==> src/rtl/rtc_core.sv <==
// rtc_core: time-of-day core with tick divider, H:M:S counter, button-driven
// edit FSM, 12/24 h display selection and BCD output.
// Optional alarm comparator is built only when RTC_ALARM_EN is defined;
// otherwise alarm_o is tied low and the alarm inputs are ignored.
module rtc_core #(
  parameter int CLK_FREQ_HZ  = 100_000_000,
  parameter int TICK_HZ      = 1,
  parameter int BLINK_CYCLES = 25_000_000
) (
  input  logic        clock,
  input  logic        reset_i,
  input  logic        btn_config_i,
  input  logic        btn_inc_i,
  input  logic        btn_dec_i,
  input  logic        mode_12h_i,
  input  logic [4:0]  alarm_h_i,
  input  logic [5:0]  alarm_m_i,
  input  logic        alarm_arm_i,
  output logic [5:0]  sec_o,
  output logic [5:0]  min_o,
  output logic [4:0]  hour_o,
  output logic        pm_o,
  output logic [23:0] bcd_o,
  output logic        tick_o,
  output logic [1:0]  edit_o,
  output logic        blink_o,
  output logic        alarm_o
);

  localparam int DIV = CLK_FREQ_HZ / TICK_HZ;
  localparam int DW  = $clog2(DIV);
  localparam int BW  = (BLINK_CYCLES > 1) ? $clog2(BLINK_CYCLES) : 1;
  localparam logic [DW-1:0] DIV_MAX = DW'(DIV - 1);
  localparam logic [BW-1:0] BLK_MAX = BW'(BLINK_CYCLES - 1);

  // Encoding doubles as the edit_o field code.
  typedef enum logic [1:0] {
    RUN    = 2'd0,
    EDIT_H = 2'd1,
    EDIT_M = 2'd2,
    EDIT_S = 2'd3
  } state_t;

  state_t        state_q, state_d;
  logic [DW-1:0] div_q;
  logic [BW-1:0] blink_cnt_q;
  logic          blink_q;
  logic [5:0]    sec_q, sec_d, min_q, min_d;
  logic [4:0]    hour_q, hour_d;
  logic          cfg_q, inc_q, dec_q;
  logic          cfg_rise, inc_rise, dec_rise;
  logic          cfg_act, inc_act, dec_act;
  logic          swallow;
  logic          tick;
  logic [4:0]    hour_disp;

  // Previous button levels for rise detection.
  always_ff @(posedge clock or negedge reset_i) begin
    if (!reset_i) begin
      cfg_q <= 1'b0;
      inc_q <= 1'b0;
      dec_q <= 1'b0;
    end else begin
      cfg_q <= btn_config_i;
      inc_q <= btn_inc_i;
      dec_q <= btn_dec_i;
    end
  end

  assign cfg_rise = btn_config_i & ~cfg_q;
  assign inc_rise = btn_inc_i & ~inc_q;
  assign dec_rise = btn_dec_i & ~dec_q;

  // cfg beats inc/dec; simultaneous inc+dec cancel; a rise that silences the
  // alarm is consumed entirely.
  assign cfg_act = cfg_rise & ~swallow;
  assign inc_act = inc_rise & ~dec_rise & ~cfg_rise & ~swallow;
  assign dec_act = dec_rise & ~inc_rise & ~cfg_rise & ~swallow;

  assign tick = (state_q == RUN) && (div_q == DIV_MAX);

  // Divider runs only in RUN, so leaving EDIT_S restarts a full second.
  always_ff @(posedge clock or negedge reset_i) begin
    if (!reset_i)              div_q <= '0;
    else if (state_q != RUN)   div_q <= '0;
    else if (tick)             div_q <= '0;
    else                       div_q <= div_q + 1'b1;
  end

  // Next-state and next-counter logic: cascade in RUN, single-field edit otherwise.
  always_comb begin
    state_d = state_q;
    sec_d   = sec_q;
    min_d   = min_q;
    hour_d  = hour_q;
    if (cfg_act) state_d = state_t'(state_q + 2'd1);
    case (state_q)
      RUN: begin
        if (tick) begin
          if (sec_q == 6'd59) begin
            sec_d = 6'd0;
            if (min_q == 6'd59) begin
              min_d  = 6'd0;
              hour_d = (hour_q == 5'd23) ? 5'd0 : hour_q + 5'd1;
            end else begin
              min_d = min_q + 6'd1;
            end
          end else begin
            sec_d = sec_q + 6'd1;
          end
        end
      end
      EDIT_H: begin
        if (inc_act)      hour_d = (hour_q == 5'd23) ? 5'd0 : hour_q + 5'd1;
        else if (dec_act) hour_d = (hour_q == 5'd0) ? 5'd23 : hour_q - 5'd1;
      end
      EDIT_M: begin
        if (inc_act)      min_d = (min_q == 6'd59) ? 6'd0 : min_q + 6'd1;
        else if (dec_act) min_d = (min_q == 6'd0) ? 6'd59 : min_q - 6'd1;
      end
      EDIT_S: begin
        if (inc_act)      sec_d = (sec_q == 6'd59) ? 6'd0 : sec_q + 6'd1;
        else if (dec_act) sec_d = (sec_q == 6'd0) ? 6'd59 : sec_q - 6'd1;
      end
    endcase
  end

  // State and time registers.
  always_ff @(posedge clock or negedge reset_i) begin
    if (!reset_i) begin
      state_q <= RUN;
      sec_q   <= '0;
      min_q   <= '0;
      hour_q  <= '0;
    end else begin
      state_q <= state_d;
      sec_q   <= sec_d;
      min_q   <= min_d;
      hour_q  <= hour_d;
    end
  end

  // Blink phase restarts visible on every state change, then toggles per period.
  always_ff @(posedge clock or negedge reset_i) begin
    if (!reset_i) begin
      blink_cnt_q <= '0;
      blink_q     <= 1'b0;
    end else if (state_d != state_q) begin
      blink_cnt_q <= '0;
      blink_q     <= 1'b1;
    end else if (state_q != RUN) begin
      if (blink_cnt_q == BLK_MAX) begin
        blink_cnt_q <= '0;
        blink_q     <= ~blink_q;
      end else begin
        blink_cnt_q <= blink_cnt_q + 1'b1;
      end
    end
  end

`ifdef RTC_ALARM_EN
  logic alarm_q;

  assign swallow = alarm_q & (cfg_rise | inc_rise | dec_rise);

  // Ring when a counted second lands on HH:MM:00; tick implies RUN so edits never fire it.
  always_ff @(posedge clock or negedge reset_i) begin
    if (!reset_i)
      alarm_q <= 1'b0;
    else if (!alarm_arm_i || swallow)
      alarm_q <= 1'b0;
    else if (tick && hour_d == alarm_h_i && min_d == alarm_m_i && sec_d == 6'd0)
      alarm_q <= 1'b1;
  end

  assign alarm_o = alarm_q;
`else
  logic unused_alarm;
  assign unused_alarm = ^{alarm_h_i, alarm_m_i, alarm_arm_i};
  assign swallow      = 1'b0;
  assign alarm_o      = 1'b0;
`endif

  // Binary 0-59 to two BCD digits.
  function automatic logic [7:0] to_bcd(input logic [5:0] v);
    logic [5:0] r;
    logic [3:0] tens;
    r    = v;
    tens = 4'd0;
    for (int k = 0; k < 5; k++) begin
      if (r >= 6'd10) begin
        r    = r - 6'd10;
        tens = tens + 4'd1;
      end
    end
    return {tens, 4'(r)};
  endfunction

  // Display hour: 0 shows as 12 and 13-23 fold down in 12 h mode.
  always_comb begin
    hour_disp = hour_q;
    if (mode_12h_i) begin
      if (hour_q == 5'd0)      hour_disp = 5'd12;
      else if (hour_q > 5'd12) hour_disp = hour_q - 5'd12;
    end
  end

  assign bcd_o   = {to_bcd({1'b0, hour_disp}), to_bcd(min_q), to_bcd(sec_q)};
  assign sec_o   = sec_q;
  assign min_o   = min_q;
  assign hour_o  = hour_q;
  assign pm_o    = (hour_q >= 5'd12);
  assign tick_o  = tick;
  assign edit_o  = state_q;
  assign blink_o = blink_q & (state_q != RUN);

endmodule
==> config.mk <==
export PLATFORM = sky130hd
export DESIGN_NAME = rtc_core
export DESIGN_NICKNAME = d
export VERILOG_FILES = /design/src/rtl/rtc_core.sv
export SDC_FILE = /design/constraint.sdc
export NUM_CORES = 1
export LEC_CHECK = 0
export BUFFER_PORTS_ARGS = -buffer_cell sky130_fd_sc_hd__buf_2
export CAP_MARGIN = 20
export CORE_ASPECT_RATIO = 1.5
export CORE_UTILIZATION = 62
export DETAILED_ROUTE_END_ITERATION = 12
export PLACE_DENSITY = 0.82
export SETUP_SLACK_MARGIN = 0.15
export SYNTH_ARGS = -nofsm -noshare
export SYNTH_HDL_FRONTEND = slang
export SYNTH_SLANG_ARGS = --single-unit
export TNS_END_PERCENT = 100
==> constraint.sdc <==
create_clock -name clock -period 7.2 [get_ports clock]
set_clock_uncertainty 0.05 [all_clocks]
set_input_delay 1.08 -clock clock [delete_from_list [all_inputs] [get_ports clock]]
set_output_delay 1.08 -clock clock [all_outputs]
set_load 0.1 [all_outputs]
==> results.sh <==
export IMPL_ys_warn_count=0
export IMPL_cp_arrival_ns=5.77
export IMPL_finalSetupTns_ns=0
export IMPL_synth_edf_count=0
export IMPL_overflow=0
export IMPL_post_synth_inst_count=1000
export IMPL_slew_viol_final=0
export IMPL_core_sq_um=12100
export IMPL_rows=49
export IMPL_finalSetupViolations=0
export IMPL_antenna_left=0
export IMPL_min_from="blink_cnt_q[22]"
export IMPL_grt_pass1_wl_microns=32000
export IMPL_hpwl_microns=13600
export IMPL_rsz0062_at_grt="true"
export IMPL_vias=7885
export IMPL_drive_above_1_share=0.252
export IMPL_worst_hold_slack_ns=0.436
export IMPL_h_tree_depth=3
export IMPL_area_growth_pct=24.2
export IMPL_ios=65
export IMPL_cp_max_fo=7
export IMPL_fmax_ghz=0.145
export IMPL_synth_main_ff_cell="dfrtp_1"
export IMPL_period_needed_ns=6.90
export IMPL_syn_cell_area_sq_um=7800
export IMPL_n_antenna_cell=0
export IMPL_yosysUniqueCellTypes=96
export IMPL_nets=1164
export IMPL_crit_start="mode_12h_i"
export IMPL_n_fill_cell=854
export IMPL_die_height_microns=139
export IMPL_synth_nets=1075
export IMPL_r2r_start="div_q[17]"
export IMPL_drc=0
export IMPL_drt_iter0_markers=514
export IMPL_antenna_found_initial=0
export IMPL_gr_usage_all_layers=0.298
export IMPL_drt_pre_antenna_iters=5
export IMPL_dieWidth_microns=93.6
export IMPL_place_congestion=0.887
export IMPL_die_area_sq_um=13000
export IMPL_initial_core_util=0.642
export IMPL_drt_total_wl_microns=20400
export IMPL_async_flop_share=1.00
export IMPL_post_drt_wl_per_cell_microns=16.3
export IMPL_min_path_type="flip-flop to flip-flop"
export IMPL_grt_max_degree=76
export IMPL_period_share=0.959
export IMPL_slew_headroom=0.333
export IMPL_postSynthAreaPerCell_sq_um=7.80
export IMPL_clk_latency_ns=0.34
export IMPL_finalHoldViolCount=0
export IMPL_routed_via_density=6.32
export IMPL_status="completed"
export IMPL_clk_pin_slew_ns=0.05
export IMPL_cts_tree="yes"
export IMPL_io_buffers=51
export IMPL_critPathCaptureType="output pin"
export IMPL_cap_violations=0
export IMPL_crit_required_ns=6.07
export IMPL_crit_path_start_kind="input port"
export IMPL_cts_buffers=9
export IMPL_path_class="input port to output pin"
export IMPL_worst_pin_slew_ns=1.00
export IMPL_cts_hold_buf=0
export IMPL_cts_root_buf="clkbuf_16"
export IMPL_cts_buffer_depth=2
export IMPL_grt_pass1_vias=7311
export IMPL_ys_ff_latch=75
export IMPL_yosysSeqAreaShare=0.241
export IMPL_cts_sinks=75
layout by cell type, fill, tap and decap left out, types with 36 or more instances in the layout:
master	count
nand2_1	96
nor2_1	94
ha_1	48
buf_4	69
inv_1	45
nand3_1	36
a21oi_1	42
dfrtp_1	60
buf_2	37
o21ai_0	63
flip-flops by register name (all words and copies together), names as in the netlist:
name and cells:
blink_cnt_q 25, blink_q 1, cfg_q 1, dec_q 1, edit_o 2, sec_o 6
inc_q 1, div_q 27, min_o 6, hour_o 5
kinds of logic (layout without fill, tap and decap cells):
kind of cell,Yosys count,in the layout,share of synthesized area
AND/OR/NAND/NOR,403,403,0.262
AO/OA/AOI/OAI,271,272,0.232
buffers and inverters,99,192,0.0563
XOR/XNOR,75,75,0.0900
flip-flops,75,75,0.241
adder cells (fa/ha/maj),57,57,0.0915
multiplexers,19,19,0.0273
other,1,1,0.000481
synthesized netlist by cell type, types with 25 or more instances:
cell type,count,area [sq um]
xor2_1,37,324
and3_1,30,188
xnor2_1,35,307
ha_1,57,713
nor3_1,25,125
o21ai_0,71,355
dfrtp_1,75,1880
a21oi_1,48,240
nand3_1,37,185
inv_1,52,195
nand2_1,101,379
nor2_1,98,368
area by class of cell:
cell class	instances	area, sq um	area share
clock buffer	12	267	0.0275
clock inverter	4	95.1	0.00982
inverter	55	218	0.0225
multi-input combinational	827	6040	0.623
sequential	75	1910	0.198
tap	153	191	0.0198
timing repair buffer	121	965	0.0996
metrics by stage:
stage / utilization / worst slack, ns / cells / cell area [sq um]
after floorplan: - / -0.323 / 1000 / 8190
after global placement: 0.719 / 0.186 / 1185 / 8730
after detailed placement: 0.719 / 0.0875 / 1185 / 8730
after CTS: 0.761 / 0.155 / 1209 / 9230
after global routing: 0.798 / 0.0601 / 1247 / 9680
final: 0.798 / 0.298 / 1247 / 9680
routing by layer:
| layer | GRT usage | share of wire |
|---|---|---|
| met5 | 0 | 0 |
| met4 | 0.111 | 0.022 |
| met3 | 0.0377 | 0.040 |
| met2 | 0.553 | 0.55 |
| met1 | 0.340 | 0.38 |
timing repair:
item                       in CTS  in global routing
gates resized for setup        20                 45
setup endpoints to repair      11                 18
buffers inserted                8                 37
gates cloned                    0                  1
pin swaps                       8                 28
worst max-delay path, stage by stage:
cell,delay [ns]
buf_4,0.13
nand4b_1,0.13
nand2_2,0.09
inv_1,0.12
ha_2,0.20
and2_4,0.16
nor3b_2,0.06
a221oi_4,0.34
nor2_2,0.10
a2bb2oi_4,0.20
ha_1,0.19
and2_4,0.15
and4b_1,0.19
or4_4,0.59
mux2i_4,0.23
and2_4,0.18
o21a_4,0.21
mux2_1,0.32
ha_2,0.19
nor4b_1,0.15
a211oi_2,0.39
xnor2_4,0.17
buf_12,0.19
final timing paths:
kind | to | slack (ns) | cells past startpoint
max | bcd_o[22] | 0.30 | 23
min | blink_cnt_q[22] | 0.44 | 1
max reg2reg | sec_o[5] | 4.18 | 8
min reg2reg | blink_cnt_q[22] | 0.44 | 1
max in group asynchronous | sec_o[0] | 5.56 | 1
min in group asynchronous | div_q[0] | 0.82 | 1
Power is not shown: default switching activity piles up to over one toggle a cycle in this logic, so the estimate is an artifact.
